<file path="config.mk">
export PLATFORM = sky130hd
export DESIGN_NAME = amiq_csv_encoder
export DESIGN_NICKNAME = d
export VERILOG_FILES = /design/src/rtl/amiq_csv_encoder.sv
export SDC_FILE = /design/constraint.sdc
export NUM_CORES = 1
export LEC_CHECK = 0
export CORE_MARGIN = 1.5
export CORE_UTILIZATION = 30
export DETAILED_ROUTE_END_ITERATION = 12
export SYNTH_ARGS = -nofsm -noshare
export SYNTH_HDL_FRONTEND = slang
export SYNTH_SLANG_ARGS = --single-unit
export TNS_END_PERCENT = 5
</file>
<file path="constraint.sdc">
create_clock -name clk -period 4.1 [get_ports clk]
set_input_delay 0.82 -clock clk [delete_from_list [all_inputs] [get_ports clk]]
set_output_delay 0.82 -clock clk [all_outputs]
set_load 0.02 [all_outputs]
</file>
<file path="src/rtl/amiq_csv_encoder.sv">
// amiq_csv_encoder: converts unsigned samples into an ASCII decimal byte
// stream "v0,v1,...,vN-1". Each sample is converted with a bit-serial
// double-dabble, then its digits are emitted most-significant first with
// leading zeros suppressed. A separator follows every value except the last
// one of a message, whose final digit carries m_last.
module amiq_csv_encoder #(
    parameter int         DATA_W     = 16,
    parameter int         NOF_VALUES = 20,
    parameter int         DIGITS     = 5,
    parameter logic [7:0] DELIM      = 8'h2C
) (
    input  logic                              clk,
    input  logic                              rst_n,
    input  logic                              clr,
    input  logic                              s_valid,
    output logic                              s_ready,
    input  logic [DATA_W-1:0]                 s_data,
    output logic                              m_valid,
    input  logic                              m_ready,
    output logic [7:0]                        m_byte,
    output logic                              m_last,
    output logic [$clog2(NOF_VALUES+1)-1:0]   val_cnt
);

    localparam int CNT_W = $clog2(NOF_VALUES + 1);
    localparam int BIT_W = $clog2(DATA_W + 1);
    localparam int IDX_W = (DIGITS > 1) ? $clog2(DIGITS) : 1;
    localparam int BCD_W = 4 * DIGITS;

    function automatic logic [63:0] pow10(input int n);
        logic [63:0] p;
        p = 64'd1;
        for (int i = 0; i < n; i++) begin
            p = p * 64'd10;
        end
        return p;
    endfunction

    localparam logic [63:0] MAX_VAL   = (64'd1 << DATA_W) - 64'd1;
    localparam logic [63:0] DEC_RANGE = pow10(DIGITS);

    // The BCD register must be wide enough for the largest sample value.
    if (DEC_RANGE <= MAX_VAL) begin : g_digits_check
        $error("amiq_csv_encoder: DIGITS too small for DATA_W");
    end

    if (NOF_VALUES < 1) begin : g_nof_check
        $error("amiq_csv_encoder: NOF_VALUES must be at least 1");
    end

    typedef enum logic [1:0] {
        IDLE,
        CONV,
        EMIT,
        SEP
    } state_t;

    state_t state;
    state_t state_next;

    logic [DATA_W-1:0] shreg;
    logic [BCD_W-1:0]  bcd;
    logic [BCD_W-1:0]  bcd_step;
    logic [BIT_W-1:0]  bit_cnt;
    logic [IDX_W-1:0]  idx;
    logic [3:0]        cur_digit;
    logic              conv_done;
    logic              last_val;

    // One double-dabble step: correct every digit >= 5, then shift in a bit.
    function automatic logic [BCD_W-1:0] dabble(input logic [BCD_W-1:0] b, input logic in_bit);
        logic [BCD_W-1:0] t;
        t = b;
        for (int d = 0; d < DIGITS; d++) begin
            if (t[4*d +: 4] >= 4'd5) begin
                t[4*d +: 4] = t[4*d +: 4] + 4'd3;
            end
        end
        return {t[BCD_W-2:0], in_bit};
    endfunction

    // Index of the most-significant nonzero digit; zero when the value is zero.
    function automatic logic [IDX_W-1:0] msd(input logic [BCD_W-1:0] b);
        logic [IDX_W-1:0] r;
        r = '0;
        for (int d = 0; d < DIGITS; d++) begin
            if (b[4*d +: 4] != 4'd0) begin
                r = IDX_W'(d);
            end
        end
        return r;
    endfunction

    assign bcd_step  = dabble(bcd, shreg[DATA_W-1]);
    assign conv_done = (bit_cnt == BIT_W'(DATA_W - 1));
    assign last_val  = (val_cnt == CNT_W'(NOF_VALUES - 1));
    assign s_ready   = (state == IDLE);

    // Select the digit currently being emitted.
    always_comb begin
        cur_digit = 4'd0;
        for (int d = 0; d < DIGITS; d++) begin
            if (idx == IDX_W'(d)) begin
                cur_digit = bcd[4*d +: 4];
            end
        end
    end

    // State register.
    always_ff @(posedge clk or negedge rst_n) begin
        if (!rst_n) begin
            state <= IDLE;
        end else begin
            state <= state_next;
        end
    end

    // Next-state decode and output stream bytes; clr overrides every handshake.
    always_comb begin
        state_next = state;
        m_valid    = 1'b0;
        m_byte     = 8'h00;
        m_last     = 1'b0;
        case (state)
            IDLE: begin
                if (s_valid) begin
                    state_next = CONV;
                end
            end
            CONV: begin
                if (conv_done) begin
                    state_next = EMIT;
                end
            end
            EMIT: begin
                m_valid = 1'b1;
                m_byte  = 8'h30 + {4'h0, cur_digit};
                m_last  = (idx == '0) && last_val;
                if (m_ready && (idx == '0)) begin
                    state_next = last_val ? IDLE : SEP;
                end
            end
            SEP: begin
                m_valid = 1'b1;
                m_byte  = DELIM;
                if (m_ready) begin
                    state_next = IDLE;
                end
            end
            default: state_next = IDLE;
        endcase
        if (clr) begin
            state_next = IDLE;
        end
    end

    // Datapath: sample capture, conversion, digit walk and message counter.
    always_ff @(posedge clk or negedge rst_n) begin
        if (!rst_n) begin
            shreg   <= '0;
            bcd     <= '0;
            bit_cnt <= '0;
            idx     <= '0;
            val_cnt <= '0;
        end else if (clr) begin
            bit_cnt <= '0;
            idx     <= '0;
            val_cnt <= '0;
        end else begin
            case (state)
                IDLE: begin
                    if (s_valid) begin
                        shreg   <= s_data;
                        bcd     <= '0;
                        bit_cnt <= '0;
                    end
                end
                CONV: begin
                    bcd     <= bcd_step;
                    shreg   <= {shreg[DATA_W-2:0], 1'b0};
                    bit_cnt <= bit_cnt + BIT_W'(1);
                    if (conv_done) begin
                        idx <= msd(bcd_step);
                    end
                end
                EMIT: begin
                    if (m_ready) begin
                        if (idx != '0) begin
                            idx <= idx - IDX_W'(1);
                        end else if (last_val) begin
                            val_cnt <= '0;
                        end else begin
                            val_cnt <= val_cnt + CNT_W'(1);
                        end
                    end
                end
                default: begin
                end
            endcase
        end
    end

endmodule

</file>
==> results.sh, run 1 <==
export IMPL_synth_edff_count=0
export IMPL_track_usage_pct=12.84
export IMPL_cts_tree="yes"
export IMPL_yosysUniqueCellTypes=45
export IMPL_placementRows=37
export IMPL_cts_hold_buf=0
export IMPL_startpoint_type="flop"
export IMPL_drt_iter0_markers=144
export IMPL_netlist_area_um2=3177
export IMPL_antenna_found_initial=0
export IMPL_critPathLaunch="idx[0]$_DFFE_PN0P_"
export IMPL_die_height_um=105.9
export IMPL_hpwl_mm=4.799
export IMPL_setup_ws_ns=0.6256
export IMPL_post_cts_resized=0
export IMPL_cts_clk_slew_worst_paths_ns=0.10
export IMPL_fmax_mhz=287.8
export IMPL_crit_arrival_ns=2.65
export IMPL_htree_levels=2
export IMPL_firstDrtPassIters=4
export IMPL_grt_setup_unrepaired="no"
export IMPL_cts_setup_buffers=0
export IMPL_grt_pass1_vias=2556
export IMPL_io_pins=37
export IMPL_crit_chain="inv_1 > ha_1 > nand3b_1 > a21oi_1 > a21oi_1 > o21ai_0 > nor2_1 > a211oi_1 > clkdlybuf4s50_1"
export IMPL_yosysWarningCount=0
export IMPL_die_area_um2=11220
export IMPL_end_kind="output port"
export IMPL_worst_slew_pin_slew_ns=0.8913
export IMPL_synth_cells=367
export IMPL_skew_ns=0.007692
export IMPL_ys_flop_type="dfrtp_1"
export IMPL_max_stage_delay_ns=0.65
export IMPL_period_minus_slack_ns=3.474
export IMPL_coreArea_um2=10280
export IMPL_async_reset_ff_share_pct=100.0
export IMPL_clock_latency_ns=0.31
export IMPL_powerDensity_nw_per_um2=290.8
export IMPL_cts_max_path_buffers=2
export IMPL_final_cell_mix="nand2_1, dfrtp_1, o21ai_0"
export IMPL_synth_seq_cells=51
export IMPL_worstReg2RegStart="bcd[12]$_DFFE_PN0P_"
export IMPL_diodes=0
export IMPL_crit_path_top_delay_cell="clkdlybuf4s50_1"
export IMPL_tns_ns=0
export IMPL_via_count=2577
export IMPL_grt_max_degree=53
export IMPL_routedWlPerCell_um=12.85
export IMPL_vias_per_cell=4.890
export IMPL_drtAntennaViolNets=0
export IMPL_layout_drive_gt1_share_pct=5.627
export IMPL_path_common_cell="a21oi_1"
export IMPL_clock_sinks=51
export IMPL_r2r_end="idx[0]$_DFFE_PN0P_"
export IMPL_drc=0
export IMPL_utilization_pct=36.16
export IMPL_status="finished, final reports clean"
export IMPL_final_period_utilization_pct=84.74
export IMPL_ir_worst_vdd_mv=0.1349
export IMPL_crit_path_max_fanout=9
export IMPL_finalHoldViolations=0
export IMPL_wirelength_mm=6.772
export IMPL_gp_congestion=0.8011
export IMPL_r2r_slack_ns=1.97
export IMPL_seq_area_frac_synth_pct=40.17
export IMPL_nFillCells=1069
export IMPL_hp_class="reg2reg"
export IMPL_grt_ovfl_total=0
export IMPL_syn_to_final_growth_pct=16.98
export IMPL_die_w_um=105.9
export IMPL_required_ns=3.28
export IMPL_start_util_pct=30.91
export IMPL_ff2ff_path_depth=8
export IMPL_crit_path_end="m_byte[1]"
export IMPL_nets=429
export IMPL_critPathKind="reg2out"
export IMPL_numCtsBuffers=5
export IMPL_cts_root_buf="clkbuf_8"
export IMPL_syn_mean_instance_area_um2=8.656
export IMPL_leakage_nw=1.623
export IMPL_relSlewSlack_pct=40.58
export IMPL_maxSlewViolCount=0
export IMPL_setup_viol=0
export IMPL_io_buffers=34
export IMPL_cap_violations=0
export IMPL_place_ws_ns=0.9679
export IMPL_grt_pass1_wl_mm=11.83
[sequential cells by signal (all words and copies together) (netlist names)]
signal   cells
bcd         20
shreg       16
bit_cnt      5
val_cnt      5
idx          3
state        2
[area by class of cell]
cell class	instances	area [µm²]	share of cell area [%]
Clock buffer	5	68.82	1.852
Clock inverter	3	47.55	1.279
Inverter	16	60.06	1.616
Multi-Input combinational cell	278	1728	46.50
Sequential cell	51	1276	34.34
Tap cell	136	170.2	4.579
Timing Repair Buffer	38	365.4	9.832
[worst min path at each step]
stage	startpoint	endpoint	slack [ns]	cells after the start
2_1_floorplan	shreg[0]$_DFFE_PN0P_	shreg[0]$_DFFE_PN0P_	0.45	2
3_3_place_gp	shreg[11]$_DFFE_PN0P_	shreg[11]$_DFFE_PN0P_	0.46	2
3_5_place_dp	shreg[13]$_DFFE_PN0P_	shreg[13]$_DFFE_PN0P_	0.47	2
4_1_cts	shreg[13]$_DFFE_PN0P_	shreg[13]$_DFFE_PN0P_	0.50	2
5_1_grt	shreg[7]$_DFFE_PN0P_	shreg[7]$_DFFE_PN0P_	0.54	2
6_report	shreg[12]$_DFFE_PN0P_	shreg[12]$_DFFE_PN0P_	0.49	2
[per-layer routing]
layer | vias to the layer above | global-route usage (%) | part of all wire (%)
li1 | 1295 | - | -
met1 | 1238 | 16.58 | 47
met2 | 42 | 22.26 | 49
met3 | 2 | 2.207 | 3.5
met4 | 0 | 3.185 | 0.35
met5 | - | 0 | 0
[worst max-delay path: cells and delay by family, from the launching register on]
kind                       cells  cell delay, ns
DFF                            1            0.42
buffers and inverters          2            0.79
AOI/OAI and AO/OA              4            0.61
and+or+nand+nor                2            0.18
adders and majority gates      1            0.34
[Yosys cell counts (all sizes together) (7+ instances only)]
cell / number / area (µm²)
nor3: 12 / 60.06
nor2: 25 / 93.84
ha: 18 / 225.2
mux2i: 21 / 210.2
nand2b: 7 / 43.79
nand2: 52 / 197.7
nor2b: 10 / 62.56
a21oi: 25 / 128.9
dfrtp: 51 / 1276
buf: 15 / 88.83
inv: 16 / 60.05
o21ai: 51 / 255.2
clkbuf: 8 / 30.03
[stage by stage]
step / cell area (µm²) / hold WS (ns) / std cells / total power [W]
2_1_floorplan: 3181 / 0.4496 / 368 / 0.0006662
4_1_cts: 3716 / 0.4952 / 527 / 0.001096
6_report: 3716 / 0.4911 / 527 / 0.001080
5_1_grt: 3716 / 0.5390 / 527 / 0.001137
3_3_place_gp: 3600 / 0.4624 / 519 / 0.0007199
3_5_place_dp: 3600 / 0.4706 / 519 / 0.0007239
[cells by family after synthesis]
kind of cell	Yosys count	synth area share [%]
fa+ha+maj	18	7.090
xor+xnor	6	1.654
mux	23	7.680
compound gates	99	18.00
buf+inv	39	5.632
flops	51	40.17
other cells	1	0.1180
simple gates	130	19.65
[power by group]
part | switching, W | leakage (nW) | total [W] | internal (W)
Combinational | 0.0000797 | 0.878 | 0.000146 | 0.0000665
Sequential | 0.0000278 | 0.686 | 0.000565 | 0.000537
Clock | 0.000184 | 0.0587 | 0.000369 | 0.000185
Power figures use the tool's default switching activity.
==> run 2: changes to the inputs <==
==> constraint.sdc (replaced) <==
create_clock -name clk -period 2.81 [get_ports clk]
set_input_delay 0.562 -clock clk [delete_from_list [all_inputs] [get_ports clk]]
set_output_delay 0.562 -clock clk [all_outputs]
set_load 0.02 [all_outputs]
==> results.sh, run 2 (synthesis results as in run 1) <==
export IMPL_status="finished, final reports clean"
export IMPL_finalHoldViolations=0
export IMPL_htree_levels=2
export IMPL_final_period_utilization_pct=96.26
export IMPL_wirelength_mm=7.023
export IMPL_antenna_found_initial=0
export IMPL_critPathKind="reg2out"
export IMPL_maxSlewViolCount=0
export IMPL_holdWs_ns=0.2493
export IMPL_diodes=0
export IMPL_p_clk_share_pct=31.3
export IMPL_p_int_w=0.001078
export IMPL_final_cell_area_um2=3796
export IMPL_gp_congestion=0.7779
export IMPL_grt_pass1_vias=2516
export IMPL_crit_path_max_fanout=8
export IMPL_clock_sinks=51
export IMPL_nets=436
export IMPL_end_kind="output port"
export IMPL_cts_root_buf="clkbuf_8"
export IMPL_cts_max_path_buffers=2
export IMPL_cts_tree="yes"
export IMPL_seq_area_um2=1276
export IMPL_firstDrtPassIters=4
export IMPL_grt_ovfl_total=0
export IMPL_power_switching_w=0.0004514
export IMPL_hpwl_mm=4.883
export IMPL_crit_arrival_ns=2.14
export IMPL_grt_pass1_wl_mm=12.11
export IMPL_final_cell_mix="nand2_1, dfrtp_1, o21ai_0"
export IMPL_drt_iter0_markers=115
export IMPL_via_count=2625
export IMPL_relSlewSlack_pct=57.72
export IMPL_setup_viol=0
export IMPL_skew_ns=0.01547
export IMPL_numCtsBuffers=5
export IMPL_start_util_pct=30.91
export IMPL_crit_path_top_delay_cell="dfrtp_1"
export IMPL_cap_violations=0
export IMPL_die_height_um=105.9
export IMPL_grt_setup_unrepaired="yes"
export IMPL_die_area_um2=11220
export IMPL_powerDensity_nw_per_um2=402.8
export IMPL_cts_hold_buf=0
export IMPL_top_register="bcd"
export IMPL_ir_worst_vdd_mv=0.2426
export IMPL_coreArea_um2=10280
export IMPL_grt_max_degree=53
export IMPL_p_seq_share_pct=53.7
export IMPL_netSwitchingFraction_pct=29.52
export IMPL_io_pins=37
export IMPL_comb_power_share_pct=14.9
export IMPL_startpoint_type="flop"
export IMPL_placementRows=37
export IMPL_vias_per_cell=4.916
export IMPL_worst_slew_pin_slew_ns=0.6327
export IMPL_post_dp_cell_area_um2=3657
export IMPL_layout_drive_gt1_share_pct=9.799
export IMPL_setup_ws_ns=0.1051
export IMPL_largest_reg_flops=20
export IMPL_period_minus_slack_ns=2.705
export IMPL_syn_to_final_growth_pct=19.50
export IMPL_routedWlPerCell_um=13.15
export IMPL_max_stage_delay_ns=0.41
export IMPL_hp_class="in2async"
export IMPL_crit_chain="inv_2 > ha_4 > nor2b_1 > a221oi_2 > nor3_1 > a21oi_1 > o21ai_1 > o21a_1 > dlygate4sd2_1"
export IMPL_die_w_um=105.9
export IMPL_largestRegisters="bcd: 20 flops, shreg: 16 flops"
export IMPL_clock_latency_ns=0.32
export IMPL_drc=0
export IMPL_leakage_nw=1.681
export IMPL_io_buffers=34
export IMPL_multi_input_area_um2=1773
export IMPL_cts_clk_slew_worst_paths_ns=0.12
export IMPL_required_ns=2.25
export IMPL_nFillCells=1083
export IMPL_drtAntennaViolNets=0
export IMPL_track_usage_pct=13.21
export IMPL_fmax_mhz=369.7
export IMPL_place_ws_ns=0.04839
[run 2: cell count changes in the layout (fill, tap and decap cells not counted), moves of 2 or more]
cell,change
buf_4,+6
clkdlybuf4s50_1,-5
ha_1,-3
o21ai_0,-3
o21ai_1,+3
a221oi_1,-2
a221oi_2,+2
dlygate4sd2_1,+2
ha_4,+2
[run 2: through the flow]
step | cells | util, % | power (W) | setup TNS [ns]
floorplan | 368 | - | 0.0009721 | 0
global placement | 525 | 35.59 | 0.001058 | 0
detailed placement | 525 | 35.59 | 0.001065 | 0
CTS | 533 | 36.54 | 0.001552 | -0.03098
global route | 534 | 36.94 | 0.001618 | -0.05065
finish | 534 | 36.94 | 0.001529 | 0
[run 2: critical path, delay by kind of cell, from the launching register on]
| kind | cells | cell delay [ns] |
|---|---|---|
| AND/OR/NAND/NOR | 2 | 0.14 |
| buffers and inverters | 2 | 0.42 |
| flip-flops | 1 | 0.41 |
| adder cells (fa/ha/maj) | 1 | 0.19 |
| AO/OA/AOI/OAI | 4 | 0.66 |
[run 2: per-layer routing]
layer	up-vias	track usage (%)	part of all wire, %
met5	-	0	0
met4	0	4.344	2.0
met3	11	2.146	4.4
met2	55	20.22	46
met1	1244	18.94	48
li1	1315	-	-
[run 2: worst paths after layout]
kind | cells after the start | endpoint | from | slack, ns
min | 1 | shreg[0]$_DFFE_PN0P_ | rst_n | 0.25
max reg2reg | 8 | idx[0]$_DFFE_PN0P_ | bcd[12]$_DFFE_PN0P_ | 0.70
min reg2reg | 2 | shreg[13]$_DFFE_PN0P_ | shreg[13]$_DFFE_PN0P_ | 0.50
max | 9 | m_byte[2] | idx[1]$_DFFE_PN0P_ | 0.11
max in group asynchronous | 2 | bcd[19]$_DFFE_PN0P_ | rst_n | 1.92
min in group clk | 2 | shreg[13]$_DFFE_PN0P_ | shreg[13]$_DFFE_PN0P_ | 0.50
[run 2: cell type report]
cell class | instances | area share, %
Timing Repair Buffer | 45 | 11.04
Multi-Input combinational cell | 278 | 46.70
Tap cell | 136 | 4.483
Inverter | 16 | 1.582
Sequential cell | 51 | 33.62
Clock inverter | 3 | 0.7581
Clock buffer | 5 | 1.813
[run 2: repair_timing]
action | 4_1_cts | 5_1_grt
endpoints found under the setup margin | 5 | 4
setup buffers | 0 | 1
gates resized for setup | 10 | 16
[run 2: power by group through the flow]
stage / registers, W / logic, W / clock network [W]
after floorplan: 0.000824 / 0.000148 / 0
after global placement: 0.000835 / 0.000224 / 0
after detailed placement: 0.000836 / 0.000229 / 0
after CTS: 0.000822 / 0.000230 / 0.000500
after global routing: 0.000831 / 0.000262 / 0.000525
final: 0.000822 / 0.000229 / 0.000479
==> RTL change 1: new RTL, settings of run 1 <==
`DIGITS`: 5 -> 6.
--- a/src/rtl/amiq_csv_encoder.sv
+++ b/src/rtl/amiq_csv_encoder.sv
@@ -7,5 +7,5 @@
     parameter int         DATA_W     = 16,
     parameter int         NOF_VALUES = 20,
-    parameter int         DIGITS     = 5,
+    parameter int         DIGITS     = 6,
     parameter logic [7:0] DELIM      = 8'h2C
 ) (
Function: no difference found for any inputs over 10 cycles, from zero or initial values and one cycle with rst_n low; that may be too few to reach the edited logic, so the function may still have changed.
==> RTL change 1 against run 1 <==
- final area is 9.5% higher
- via count is 18% higher
- setup slack worse by 0.060 ns
- routed wire length is 23% higher
- area after synthesis is 9.2% higher
- final cell count is 11% higher
- sequential cell count is 4 higher
- critical endpoint is now m_byte[3]
- sequential share of layout area is 0.53 points lower
- maximum frequency is 1.7% lower
- critical path depth stayed put
- first-iteration DRC count is 85% higher
Power is not compared: it rests on default switching activity, and its combinational part moved more than twofold at a synthesized area within 25%.
==> RTL change 1: results (changes against run 1) <==
set qor(run_status) {finished, final reports clean}
set qor(setup.reg_to_reg.worst_slack_ns) 1.82 ;# -0.15 ns
set qor(global_route_wire_length_before_repair_mm) 14.3 ;# +21%
set qor(startpoint_of_the_tightest_hold_check_path) {shreg[0]}
set qor(critPathMaxFanout) 16 ;# +7
set qor(grt_max_degree) 32 ;# -40%
set qor(gp_congestion) 0.822 ;# +2.6%
set qor(hold-path-endpoint) {shreg[0]}
set qor(worst_setup_hold_path_clk_slew_ns) 0.08 ;# -0.02 ns
set qor(first_pass_iters) 7 ;# +3
set qor(dr.first_iter.drc_count) 267 ;# +85%
set qor(synthDistinctLibCells) 50 ;# +11%
set qor(post_placement_cell_area_sq_mm) 0.00392 ;# +8.8%
set qor(cts.root.buffer_cell) {sky130_fd_sc_hd__clkbuf_16}
set qor(first_global_vias) 2915 ;# +14%
set qor(post_synth_most_frequent_cells) {sky130_fd_sc_hd__nand2_1 (63), sky130_fd_sc_hd__dfrtp_1 (55), sky130_fd_sc_hd__nor2_1 (35)}
set qor(top_regs) {bcd (24), shreg (16)}
set qor(detailedPlace.worstSlack_ns) 0.909 ;# -0.0590 ns
set qor(synth_sequential_area_ratio_pct) 39.7 ;# -0.51 points
set qor(hpwlAfterDp_mm) 6.04 ;# +26%
set qor(final_nets) 482 ;# +12%
set qor(worstMarginPinSlew_ns) 0.815 ;# -0.0764 ns
set qor(skew_ns) 0.0133 ;# +0.00558 ns
set qor(worst_ep_arrival_time_ns) 2.71 ;# +0.06 ns
set qor(dp_cells) 577 ;# +11%
set qor(syn-mean-instance-area_sq_um) 8.26 ;# -4.6%
## RTL change 1: kinds of logic (layout without fill, tap and decap cells)
kind of cell	Yosys count	count (layout)	share of synthesized area, %
AND/OR/NAND/NOR	161	161	22.0
AO/OA/AOI/OAI	131	131	23.9
flip-flops	55	55	39.7
buffers and inverters	45	66	5.37
adder cells (fa/ha/maj)	20	20	7.21
XOR/XNOR	6	6	1.51
other	1	2	0.108
multiplexers	1	1	0.289
## RTL change 1: through the flow
stage	utilization [%]	hold slack, ns
after global placement	34.4	0.453
after global routing	35.8	0.505
after detailed placement	34.4	0.469
after floorplan	-	0.439
after CTS	35.8	0.489
final	35.8	0.483
## RTL change 1: cell type report
type | instances | area, sq um
clock buffers | 5 | 125
clock inverters | 3 | 28.8
fillers | 1202 | 7300
inverters | 18 | 67.6
multi-input cells | 321 | 1910
flip-flops and latches | 55 | 1380
well taps | 143 | 179
repair buffers | 40 | 380
## RTL change 1: worst max-delay path by stage
stage / from / end / slack [ns] / cells after the start
CTS: idx[1] / m_byte[3] / 0.58 / 9
global route: idx[1] / m_byte[3] / 0.33 / 9
floorplan: idx[1] / m_byte[0] / 1.40 / 9
finish: idx[1] / m_byte[3] / 0.57 / 9
detailed placement: idx[1] / m_byte[3] / 0.91 / 9
global placement: idx[1] / m_byte[3] / 0.99 / 9
## RTL change 1: per-layer routing
metal	wire length, microns	vias to the layer above	global-route usage, %
met5	0	-	0
met4	144	0	4.19
met3	306	16	3.18
met2	3790	60	22.0
met1	4090	1453	19.4
li1	-	1520	-
## RTL change 1: worst max-delay path, delay by kind of cell (launching register included)
family / cells / cell delay, ns
adder cells (fa/ha/maj): 1 / 0.35
AO/OA/AOI/OAI: 4 / 0.63
AND/OR/NAND/NOR: 2 / 0.28
buffers and inverters: 2 / 0.74
flip-flops: 1 / 0.41
## RTL change 1: report_power, final
| part | internal [mW] | switching, mW | total (mW) |
|---|---|---|---|
| Combinational | 0.326 | 0.437 | 0.763 |
| Clock | 0.236 | 0.221 | 0.457 |
| Sequential | 0.674 | 0.146 | 0.820 |
| Total | 1.24 | 0.803 | 2.04 |
==> RTL change 2: new RTL, flow settings as in run 1 <==
Without the edit above. Encoding of `state_t`: now one-hot (4 bits for 4 states).
--- a/src/rtl/amiq_csv_encoder.sv
+++ b/src/rtl/amiq_csv_encoder.sv
@@ -49,9 +49,9 @@
     end
 
-    typedef enum logic [1:0] {
-        IDLE,
-        CONV,
-        EMIT,
-        SEP
+    typedef enum logic [3:0] {
+        IDLE = 4'b0001,
+        CONV = 4'b0010,
+        EMIT = 4'b0100,
+        SEP  = 4'b1000
     } state_t;
 
Function: no difference found for any inputs over 10 cycles, from zero or initial values and one cycle with rst_n low; not proved beyond that.
==> RTL change 2 against run 1 <==
- non-clock buffer count fell by 1
- total power fell by 0.14%
- synthesized cell count rose by 3.3%
- sequential cell count rose by 2
- final area rose by 3.9%
- maximum frequency fell by 1.7%
- routed wire length rose by 17%
- setup slack got worse by 0.060 ns
- combinational power rose by 8%
- hold slack improved by 0.0032 ns
- area after synthesis rose by 5.7%
- utilization fell by 0.71 points
- sequential power rose by 7.1%
- largest power group unchanged
==> RTL change 2: results (changes against run 1) <==
set qor(run_status) {finished, final reports clean}
set qor(post_route_cells_drive_above_1_share_pct) 6.23 ;# +0.61 points
set qor(vias) 2867 ;# +11%
set qor(synthesized_instance_count) 379 ;# +3.3%
set qor(first_pass_iters) 4 ;# unchanged
set qor(setup.reg_to_reg.worst_slack_ns) 1.76 ;# -0.21 ns
set qor(gp_congestion) 0.802 ;# +0.11%
set qor(skew_ns) 0.0145 ;# +0.00684 ns
set qor(final_nets) 439 ;# +2.3%
set qor(grt_max_degree) 31 ;# -42%
set qor(first_global_vias) 2839 ;# +11%
set qor(crit-reg2reg-launch) {state[3]}
set qor(critical_path.reg2reg.endpoint) {shreg[10]}
set qor(filler_free_cell_count_of_the_finished_design) 541 ;# +2.7%
set qor(dr.first_iter.drc_count) 119 ;# -17%
set qor(post_placement_cell_area_sq_mm) 0.00377 ;# +4.6%
set qor(worst_ep_arrival_time_ns) 2.71 ;# +0.06 ns
set qor(post_synth_most_frequent_cells) {sky130_fd_sc_hd__nand2_1 (57), sky130_fd_sc_hd__dfrtp_1 (52), sky130_fd_sc_hd__a21oi_1 (28)}
set qor(dp_cells) 533 ;# +2.7%
set qor(global_route_wire_length_before_repair_mm) 13.5 ;# +14%
set qor(cts_resized) 0 ;# unchanged
set qor(hold-path-endpoint) {bit_cnt[4]}
set qor(r2r.worst_path.cells) 7 ;# -1
set qor(startpoint_of_the_tightest_hold_check_path) {bit_cnt[4]}
set qor(synthTopCellsByArea) {sky130_fd_sc_hd__dfrtp_1 (39%), sky130_fd_sc_hd__ha_1 (6.7%), sky130_fd_sc_hd__nand2_1 (6.4%)}
set qor(worst_vdd_ir_mv) 0.141 ;# +4.5%
set qor(critPathMaxFanout) 10 ;# +1
set qor(synthDistinctLibCells) 54 ;# +20%
set qor(static-leakage-power_nw) 1.58 ;# -2.6%
set qor(dr_wl_cell_microns) 14.6 ;# +14%
## RTL change 2: worst max-delay path, delay by kind of cell (launching register included)
kind,cells,cell delay [ns]
AO/OA/AOI/OAI,4,0.65
adder cells (fa/ha/maj),1,0.33
buffers and inverters,2,0.81
flip-flops,1,0.41
AND/OR/NAND/NOR,1,0.20
## RTL change 2: metal layers
metal / track usage, % / up-vias / wire length, microns
met1: 19.6 / 1404 / 3750
met4: 4.42 / 0 / 110
li1: - / 1391 / -
met5: 0 / - / 0
met3: 2.99 / 8 / 348
met2: 22.8 / 64 / 3700
## RTL change 2: power breakdown
part	switching [mW]	leakage, nW	internal [mW]
clock	0.193	0.0447	0.124
combinational	0.0875	0.845	0.0695
sequential	0.0326	0.690	0.573
## RTL change 2: kinds of logic (layout without fill, tap and decap cells)
group | after synthesis | after routing | synth area share (%)
other | 1 | 2 | 0.112
muxes | 6 | 6 | 1.79
AOI/OAI and AO/OA | 112 | 112 | 22.1
DFF | 53 | 53 | 39.5
adders and majority gates | 18 | 18 | 6.71
and+or+nand+nor | 142 | 142 | 22.1
buffers and inverters | 40 | 61 | 5.81
xor gates and xnor gates | 7 | 7 | 1.83
## RTL change 2: cell type report
| type | count | area, sq um |
|---|---|---|
| clock buffer | 5 | 68.8 |
| clock inverter | 3 | 25.0 |
| fill | 1124 | 7030 |
| inverter | 16 | 61.3 |
| multi-input combinational | 287 | 1840 |
| sequential | 53 | 1330 |
| tap | 140 | 175 |
| timing repair buffer | 37 | 358 |
## RTL change 2: stage by stage
step	hold WS [ns]	setup WS [ns]
after floorplan	0.439	1.34
after global placement	0.456	0.962
after detailed placement	0.470	0.889
after CTS	0.496	0.510
after global routing	0.542	0.272
final	0.494	0.565
